[src/rtl/result_buf_arbiter.sv]
// Result buffer port arbiter: SPI reads win every cycle, core writes fill free cycles.
// Define RESULT_LOCK_EN to protect an unread result frame from window writes.
module result_buf_arbiter #(
    parameter int AW       = 5,
    parameter int DW       = 8,
    parameter int WIN_BASE = 20,
    parameter int WIN_LAST = 28
) (
    input  logic          iCLK,
    input  logic          iRSTn,
    input  logic          iCLR,
    input  logic          iWr_REQ,
    input  logic [AW-1:0] iWr_ADDR,
    input  logic [DW-1:0] iWr_DATA,
    output logic          oWr_ACK,
    input  logic          iRd_EN,
    input  logic [AW-1:0] iRd_ADDR,
    input  logic          iRd_DONE,
    output logic [DW-1:0] oRd_DATA,
    output logic          oRES_READY,
    output logic          oSESSION,
    output logic          oMEM_CS,
    output logic          oMEM_WE,
    output logic [AW-1:0] oMEM_ADDR,
    output logic [DW-1:0] oMEM_WDATA,
    input  logic [DW-1:0] iMEM_RDATA
);

    localparam logic [AW-1:0] BASE_A = AW'(WIN_BASE);
    localparam logic [AW-1:0] LAST_A = AW'(WIN_LAST);

    typedef enum logic {IDLE, READ} state_t;

    state_t        state;
    logic          active;
    logic          in_window;
    logic          wr_permit;
    logic          frame_set;
    logic          rd_pend;
    logic [DW-1:0] hold_reg;

    // Reset and clear both force the port idle for the cycle they are asserted.
    assign active    = iRSTn && !iCLR;
    assign in_window = (iWr_ADDR >= BASE_A) && (iWr_ADDR <= LAST_A);

`ifdef RESULT_LOCK_EN
    assign wr_permit = !in_window || (!oSESSION && !oRES_READY);
`else
    assign wr_permit = 1'b1;
`endif

    always_comb begin
        oMEM_CS   = 1'b0;
        oMEM_WE   = 1'b0;
        oMEM_ADDR = '0;
        oWr_ACK   = 1'b0;
        if (active) begin
            if (iRd_EN) begin
                oMEM_CS   = 1'b1;
                oMEM_ADDR = iRd_ADDR;
            end else if (iWr_REQ && wr_permit) begin
                oMEM_CS   = 1'b1;
                oMEM_WE   = 1'b1;
                oMEM_ADDR = iWr_ADDR;
                oWr_ACK   = 1'b1;
            end
        end
    end

    assign oMEM_WDATA = iWr_DATA;
    assign oRd_DATA   = rd_pend ? iMEM_RDATA : hold_reg;
    assign frame_set  = oWr_ACK && in_window && (iWr_ADDR == LAST_A);

    always_ff @(posedge iCLK) begin
        if (!active) begin
            state      <= IDLE;
            oSESSION   <= 1'b0;
            oRES_READY <= 1'b0;
        end else begin
            case (state)
                IDLE: begin
                    if (iRd_EN && !iRd_DONE) begin
                        state    <= READ;
                        oSESSION <= 1'b1;
                    end
                end
                READ: begin
                    if (iRd_DONE) begin
                        state    <= IDLE;
                        oSESSION <= 1'b0;
                    end
                end
                default: begin
                    state    <= IDLE;
                    oSESSION <= 1'b0;
                end
            endcase
            // A frame completing in the same cycle as the host finishing is a new frame.
            if (frame_set)
                oRES_READY <= 1'b1;
            else if (state == READ && iRd_DONE)
                oRES_READY <= 1'b0;
        end
    end

    always_ff @(posedge iCLK) begin
        if (!active) begin
            rd_pend  <= 1'b0;
            hold_reg <= '0;
        end else begin
            rd_pend <= iRd_EN;
            if (rd_pend)
                hold_reg <= iMEM_RDATA;
        end
    end

endmodule
[config.mk]
export PLATFORM = sky130hd
export DESIGN_NAME = result_buf_arbiter
export DESIGN_NICKNAME = d
export VERILOG_FILES = /design/src/rtl/result_buf_arbiter.sv
export SDC_FILE = /design/constraint.sdc
export NUM_CORES = 1
export LEC_CHECK = 0
export ABC_AREA = 1
export ABC_CLOCK_PERIOD_IN_PS = 900
export BUFFER_PORTS_ARGS = -buffer_cell sky130_fd_sc_hd__buf_2
export CORE_MARGIN = 1.5
export CORE_UTILIZATION = 34
export DETAILED_ROUTE_END_ITERATION = 7
export GPL_ROUTABILITY_DRIVEN = 0
export PLACE_DENSITY = 0.86
export SLEW_MARGIN = 20
export SYNTH_ARGS = -nofsm -noshare
export SYNTH_HDL_FRONTEND = slang
export SYNTH_SLANG_ARGS = --single-unit
export TNS_END_PERCENT = 20
[constraint.sdc]
create_clock -name iCLK -period 0.9 [get_ports iCLK]
set_clock_uncertainty 0.15 [all_clocks]
set_input_delay 0.09 -clock iCLK [delete_from_list [all_inputs] [get_ports iCLK]]
set_output_delay 0.09 -clock iCLK [all_outputs]
set_load 0.03 [all_outputs]
==> results.md, run 1 <==
- Final worst slack: -0.421 ns
- CTS clk-pin slew, worst paths: approximately 0.07 ns
- Post-DR vias/cell: about 4.6
- Setup crit start kind: flop
- Max H-tree Level: 1
- First-pass GRT wire length: 3380 um
- Largest delay share family, worst path: buffers and inverters
- Global-route usage over all layers: 0.182
- Num CTS Buffers: 3
- CORE AREA: 0.00194 sq mm
- Fin nets: 182
- Fin. Hold Viols: 5
- Crit. End Element: primary output
- Initial antenna violation count: 0
- Synth Net Count: between 100 and 150
- Via count: between 800 and 900
- CTS tree: done
- Sequential share of power: 0.440
- Power Density: ~940 mW/mm^2
- Cell area after synthesis: 699 sq um
- Async S/R FF share, synth: 0
- Setup bufs post-CTS: 0
- Yosys cell types: 16
- DRT Wirelength: approximately 2000 um
- Worst path bufs/invs: 3
- Post-DRT Antenna Nets: 0
- RSZ-0062 raised after global routing: true
- Hpwl dp: between 1500 and 2000 um
- Synth top area cells: dfxtp_1, nand2_1, a21oi_2, buf_4, inv_1
- Hold WC Path Type: primary input to flop
- Register area share after synthesis: 0.343
- Congestion Overflow GR: 0
- Slew @ Worst Pin: just over 0.2 ns
- EDFF count, synth: 0
- Pre-antenna DRT Iters: 4
- Status: finished with violations
- CP Cell Sequence: buf_12, inv_16, nand2_4, nand2_4, buf_6
- Max FFs per register: 8
- Internal: 865 uW
- Tcrit/Tclk final: 1.47
- Switching Fraction: 0.306
- # rows: 16
- Largest net degree at the start of global routing: 10
- Worst-path maximum fanout: 9
- IO Port Bufs: 41
- Storage cell area: around 240 sq um
- Post-layout util: 0.686
- Crit-path max cell delay: 0.33 ns
- Critical Path RT: between 0.6 and 0.7 ns
- Top cells by count, synth: nand2_1, dfxtp_1, a21oi_2, buf_4, inv_1
- Yosys reg bits: 12
- Min Hold Slack: -0.0378 ns
- Sink Count: 12
- Longest Clk Path Bufs: 2
- YS warnings: 0
- Share of layout cells above drive strength 1: 0.743
- Register-to-register setup slack: -0.19 ns
- Failing checks: negative hold slack, negative setup slack
- Max rail drop VDD: around 0.46 mV
- Leading area contributor after synthesis: dfxtp_1
- Max-Slew Margin vs Limit: 0.865
- Leak: 0.000632 uW
- Top FF cell, synth: dfxtp_1
- Die area: approximately 0.0023 sq mm
- Die width: a little under 50 um
- Top-count cell post-synth: nand2_1
- Slowest CP cell: dfxtp_2
- Post-Syn Area per Cell: 7.14 sq um
- Number of max-cap violations: 0
- Final setup viols: 26
- Top cell by count, worst path: nand2_4
- Residual DRC: 0
- Clock share of power: 0.253
- Drt wl/cell: roughly 11 um
- Critical path class: flop to primary output
- TNS Setup: -5.72 ns
- Share of the synthesized area in the top cell type: 0.343
- Clk_lat worst skew: approximately 0.26 ns
- Initial Utilization: 0.360
- Sw Pwr: approximately 380 uW
- Multi-input logic area: 512 sq um
- WP data arrival: 1.08 ns
- Filler cell count in the final layout: 160
- F_max: around 760 MHz
- IO Count: 58
- Iter 0 DRT Violations: 8
- Vias in the first global route: 869
- Layout area overhead: 90.3%
- Place WS: -0.218 ns
- Final Critical Period: between 1 and 1.5 ns
- Final max-slew violation count: 0
- Root buffer cell: clkbuf_4
- Die Y: 48.4 um
- Number of diodes: 0
- Post-Synthesis Cells: approximately 100
- Gate power share: 0.306
- Total power: about 1200 uW
==> worst register-to-register path: cells and delay by family, from the launching register on <==
| family | cells | cell delay [ns] |
|---|---|---|
| and+or+nand+nor | 1 | 0.12 |
| AOI/OAI and AO/OA | 1 | 0.11 |
| buffers and inverters | 2 | 0.31 |
| DFF | 1 | 0.34 |
==> per-layer routing <==
metal,routed length (um),track usage,vias up
met2,1080,0.370,43
met3,145,0.0463,6
li1,-,-,395
met5,0,0,-
met1,747,0.171,361
met4,12,0.0714,0
==> power by group through the flow <==
stage	logic, uW	registers, uW	clock network (uW)
after floorplan	256	560	0
after global placement	315	558	0
after detailed placement	325	558	0
after CTS	374	548	331
after global routing	405	550	367
final	382	549	316
==> final cells by class <==
class                      instances  share of cell area
inverter                           9              0.0508
sequential                        12               0.183
tap                               27              0.0254
multi-input combinational         66               0.384
timing repair buffer              58               0.339
clock buffer                       3              0.0169
==> final timing paths <==
path / cells past startpoint / end / start
worst min-delay path: 4 / state / iRd_DONE
worst min register to register: 2 / oSESSION / oSESSION
worst max-delay path: 5 / oRd_DATA[3] / rd_pend
worst max register to register: 4 / hold_reg[0] / rd_pend
==> kinds of logic after synthesis <==
| logic type | synth area share |
|---|---|
| AO/OA/AOI/OAI | 0.157 |
| buffers and inverters | 0.168 |
| flip-flops | 0.343 |
| AND/OR/NAND/NOR | 0.331 |
==> through the flow <==
stage / std cells / area, sq um
floorplan: 98 / 855
global placement: 172 / 1140
detailed placement: 172 / 1140
CTS: 175 / 1310
global route: 175 / 1330
finish: 175 / 1330
==> layout by cell type (no fill, tap or decap), drive strengths merged <==
cell type	synthesis	final
a21oi	10	10
buf	11	57
dfxtp	12	12
inv	9	9
nand3	2	2
nor2	7	7
o21ai	3	3
nand2	44	44
clkbuf	0	4
==> repair_timing <==
| item | in CTS | in global routing |
|---|---|---|
| hold endpoints to repair | 4 | 6 |
| pin swaps | 3 | 1 |
| setup endpoints to repair | 26 | 26 |
| gates resized for setup | 46 | 5 |
Note: power is estimated with default switching activity, not from simulation.
==> run 2, diff against run 1 <==
--- a/config.mk
+++ b/config.mk
@@ -6,7 +6,7 @@
 export NUM_CORES = 1
 export LEC_CHECK = 0
 export ABC_AREA = 1
-export ABC_CLOCK_PERIOD_IN_PS = 900
+export ABC_CLOCK_PERIOD_IN_PS = 1210
 export BUFFER_PORTS_ARGS = -buffer_cell sky130_fd_sc_hd__buf_2
 export CORE_MARGIN = 1.5
 export CORE_UTILIZATION = 34
==> constraint.sdc (replaced) <==
create_clock -name iCLK -period 1.21 [get_ports iCLK]
set_clock_uncertainty 0.15 [all_clocks]
set_input_delay 0.121 -clock iCLK [delete_from_list [all_inputs] [get_ports iCLK]]
set_output_delay 0.121 -clock iCLK [all_outputs]
set_load 0.03 [all_outputs]
==> run 2 against run 1 <==
The flow still finishes with violations (negative hold slack, negative setup slack). Count of clock-buffer cells in the layout grew 1. Die area is the same. Critical path depth is 1 lower. Global-route usage fell by 4.0 points. Core utilization decreased by 14 points. Final cell count shrank 6.3%. Wire length shrank 17%. Via count is 12% lower. Combinational power decreased by 42%. Critical path type unchanged. Critical endpoint is now oRd_DATA[5]. Largest cell class unchanged. Largest power group unchanged.
==> results.md, run 2 (same netlist as run 1, synthesis figures left out) <==
- Status: finished with violations
- Failing checks: negative hold slack, negative setup slack
- CTS tree: done
- DRT Wirelength: 1650 um
- Final worst slack: -0.105 ns
- Most frequent cells in the layout: nand2_1, buf_2, dfxtp_1
- Max H-tree Level: 1
- Clock share of power: 0.330
- CTS clk-pin slew, worst paths: roughly 0.070 ns
- # rows: 16
- Slew @ Worst Pin: about 0.17 ns
- Longest Clk Path Bufs: 2
- Number of max-cap violations: 0
- Largest delay share family, worst path: flip-flops
- Met2 usage: 0.250
- Worst path bufs/invs: 2
- Sw Pwr: between 200 and 300 uW
- Reg2Reg Depth: 3
- Drt wl/cell: roughly 10 um
- Most Crowded Layer GR: met2
- Global-route usage over all layers: 0.142
- Die Y: approximately 48 um
- Layout area overhead: 50.1%
- Post-DR vias/cell: around 4.3
- WP data arrival: between 1 and 1.5 ns
- Critical path class: flop to primary output
- Hold WC Path Type: primary input to flop
- Sequential share of power: 0.434
- Share of layout cells above drive strength 1: 0.569
- Setup crit start kind: flop
- First-pass GRT wire length: 2640 um
- Register-to-register setup slack: 0.29 ns
- FF-to-FF End: hold_reg[3]
- Crit. End Element: primary output
- Max-Slew Margin vs Limit: 0.885
- Reg2reg start: rd_pend
- Initial Utilization: 0.360
- Min Hold Slack: -0.0263 ns
- Die width: slightly below 50 um
- Sink Count: 12
- Die area: approximately 0.0023 sq mm
- Worst-path maximum fanout: 6
- Max rail drop VDD: between 0.4 and 0.5 mV
- Internal: a little under 700 uW
- Met1 usage: 0.157
- RSZ-0062 raised after global routing: true
- Residual DRC: 0
- Tcrit/Tclk final: 1.09
- Via count: just over 700
- Post-DRT Antenna Nets: 0
- Crit-path max cell delay: approximately 0.40 ns
- Fin nets: 170
- IO Count: between 50 and 60
- Critical path capture point: oRd_DATA[5]
- CP Cell Sequence: buf_8, nand2_4, nand2_2, buf_6
- Congestion Overflow GR: 0
- Final setup viols: 8
- Slowest CP cell: dfxtp_4
- Vias in the first global route: roughly 670
- Number of diodes: 0
- Largest net degree at the start of global routing: 10
- Met3 usage: 0.0309
- Final Critical Period: between 1 and 1.5 ns
- Post-layout util: 0.541
- Clk_lat worst skew: around 0.27 ns
- Final max-slew violation count: 0
- Critical Path RT: approximately 0.94 ns
- Fin. Hold Viols: 5
- Gate power share: 0.235
- Switching Fraction: 0.279
- Iter 0 DRT Violations: 16
- TNS Setup: -0.743 ns
- Total power: ~930 uW
- Most common cell after layout, fill and taps aside: nand2_1
- Hpwl dp: 1240 um
- IO Port Bufs: between 40 and 50
- F_max: 760 MHz
- Pre-antenna DRT Iters: 4
- Root buffer cell: clkbuf_4
- Power Density: between 800 and 900 mW/mm^2
- CORE AREA: between 0.0015 and 0.002 sq mm
- CTS hold repair buffers: 3
- Initial antenna violation count: 0
- Leak: roughly 0.00056 uW
- Start point of the critical path: rd_pend
- Max FFs per register: 8
- Num CTS Buffers: 3
- Crit path depth: 4
## run 2: cell count changes in the layout (fill, tap and decap cells not counted), sizes merged
cell / previous run / this run
clkbuf: 4 / 7
buf: 57 / 40
dlygate4sd3: 0 / 3
## run 2: final cells by class
type	instances	area, sq um
clock buffer	4	36.3
tap	27	33.8
fill	196	892
sequential	12	244
timing repair buffer	46	315
multi-input combinational	66	384
inverter	9	36.3
## run 2: worst register-to-register path, stage by stage (launching register included)
cell and delay, ns:
dfxtp_4 0.40, buf_8 0.14, nand2_4 0.06, a21oi_2 0.12
## run 2: per-layer routing
metal  vias up  wire length (um)
met2        40               822
met4         0                32
met3         8               137
li1        370                 -
met1       294               660
met5         -                 0
## run 2: through the flow
stage,cells,instance area (sq um),setup WS (ns),hold slack (ns)
floorplan,98,699,0.113,0.134
global placement,156,862,0.0493,0.0924
detailed placement,156,862,0.00478,0.0924
CTS,164,1020,-0.102,-0.0277
global route,164,1050,-0.154,-0.0283
finish,164,1050,-0.105,-0.0263
## run 2: power groups by stage
stage               Clock, uW  Combinational (uW)  Sequential, uW
finish                    309                 220             406
detailed placement          0                 180             416
CTS                       316                 211             406
global placement            0                 178             416
floorplan                   0                 163             416
global route              341                 237             407
## run 2: timing repair
| item | in CTS | in global routing |
|---|---|---|
| gates resized for setup | 30 | 8 |
| pin swaps | 1 | 2 |
| endpoints found under the setup margin | 8 | 11 |
| setup buffers | 1 | 0 |
| hold endpoints to repair | 10 | 8 |
## run 2: how the worst min path moves through the flow
stage                              from       endpoint  slack, ns  depth (start not counted)
after detailed placement    iWr_DATA[1]  oMEM_WDATA[1]       0.09                          0
after CTS                 iMEM_RDATA[5]    hold_reg[5]      -0.03                          3
after global placement      iWr_DATA[1]  oMEM_WDATA[1]       0.09                          0
after global routing      iMEM_RDATA[5]    hold_reg[5]      -0.03                          3
after floorplan                  iRd_EN          state       0.13                          2
final                     iMEM_RDATA[0]    hold_reg[0]      -0.03                          3
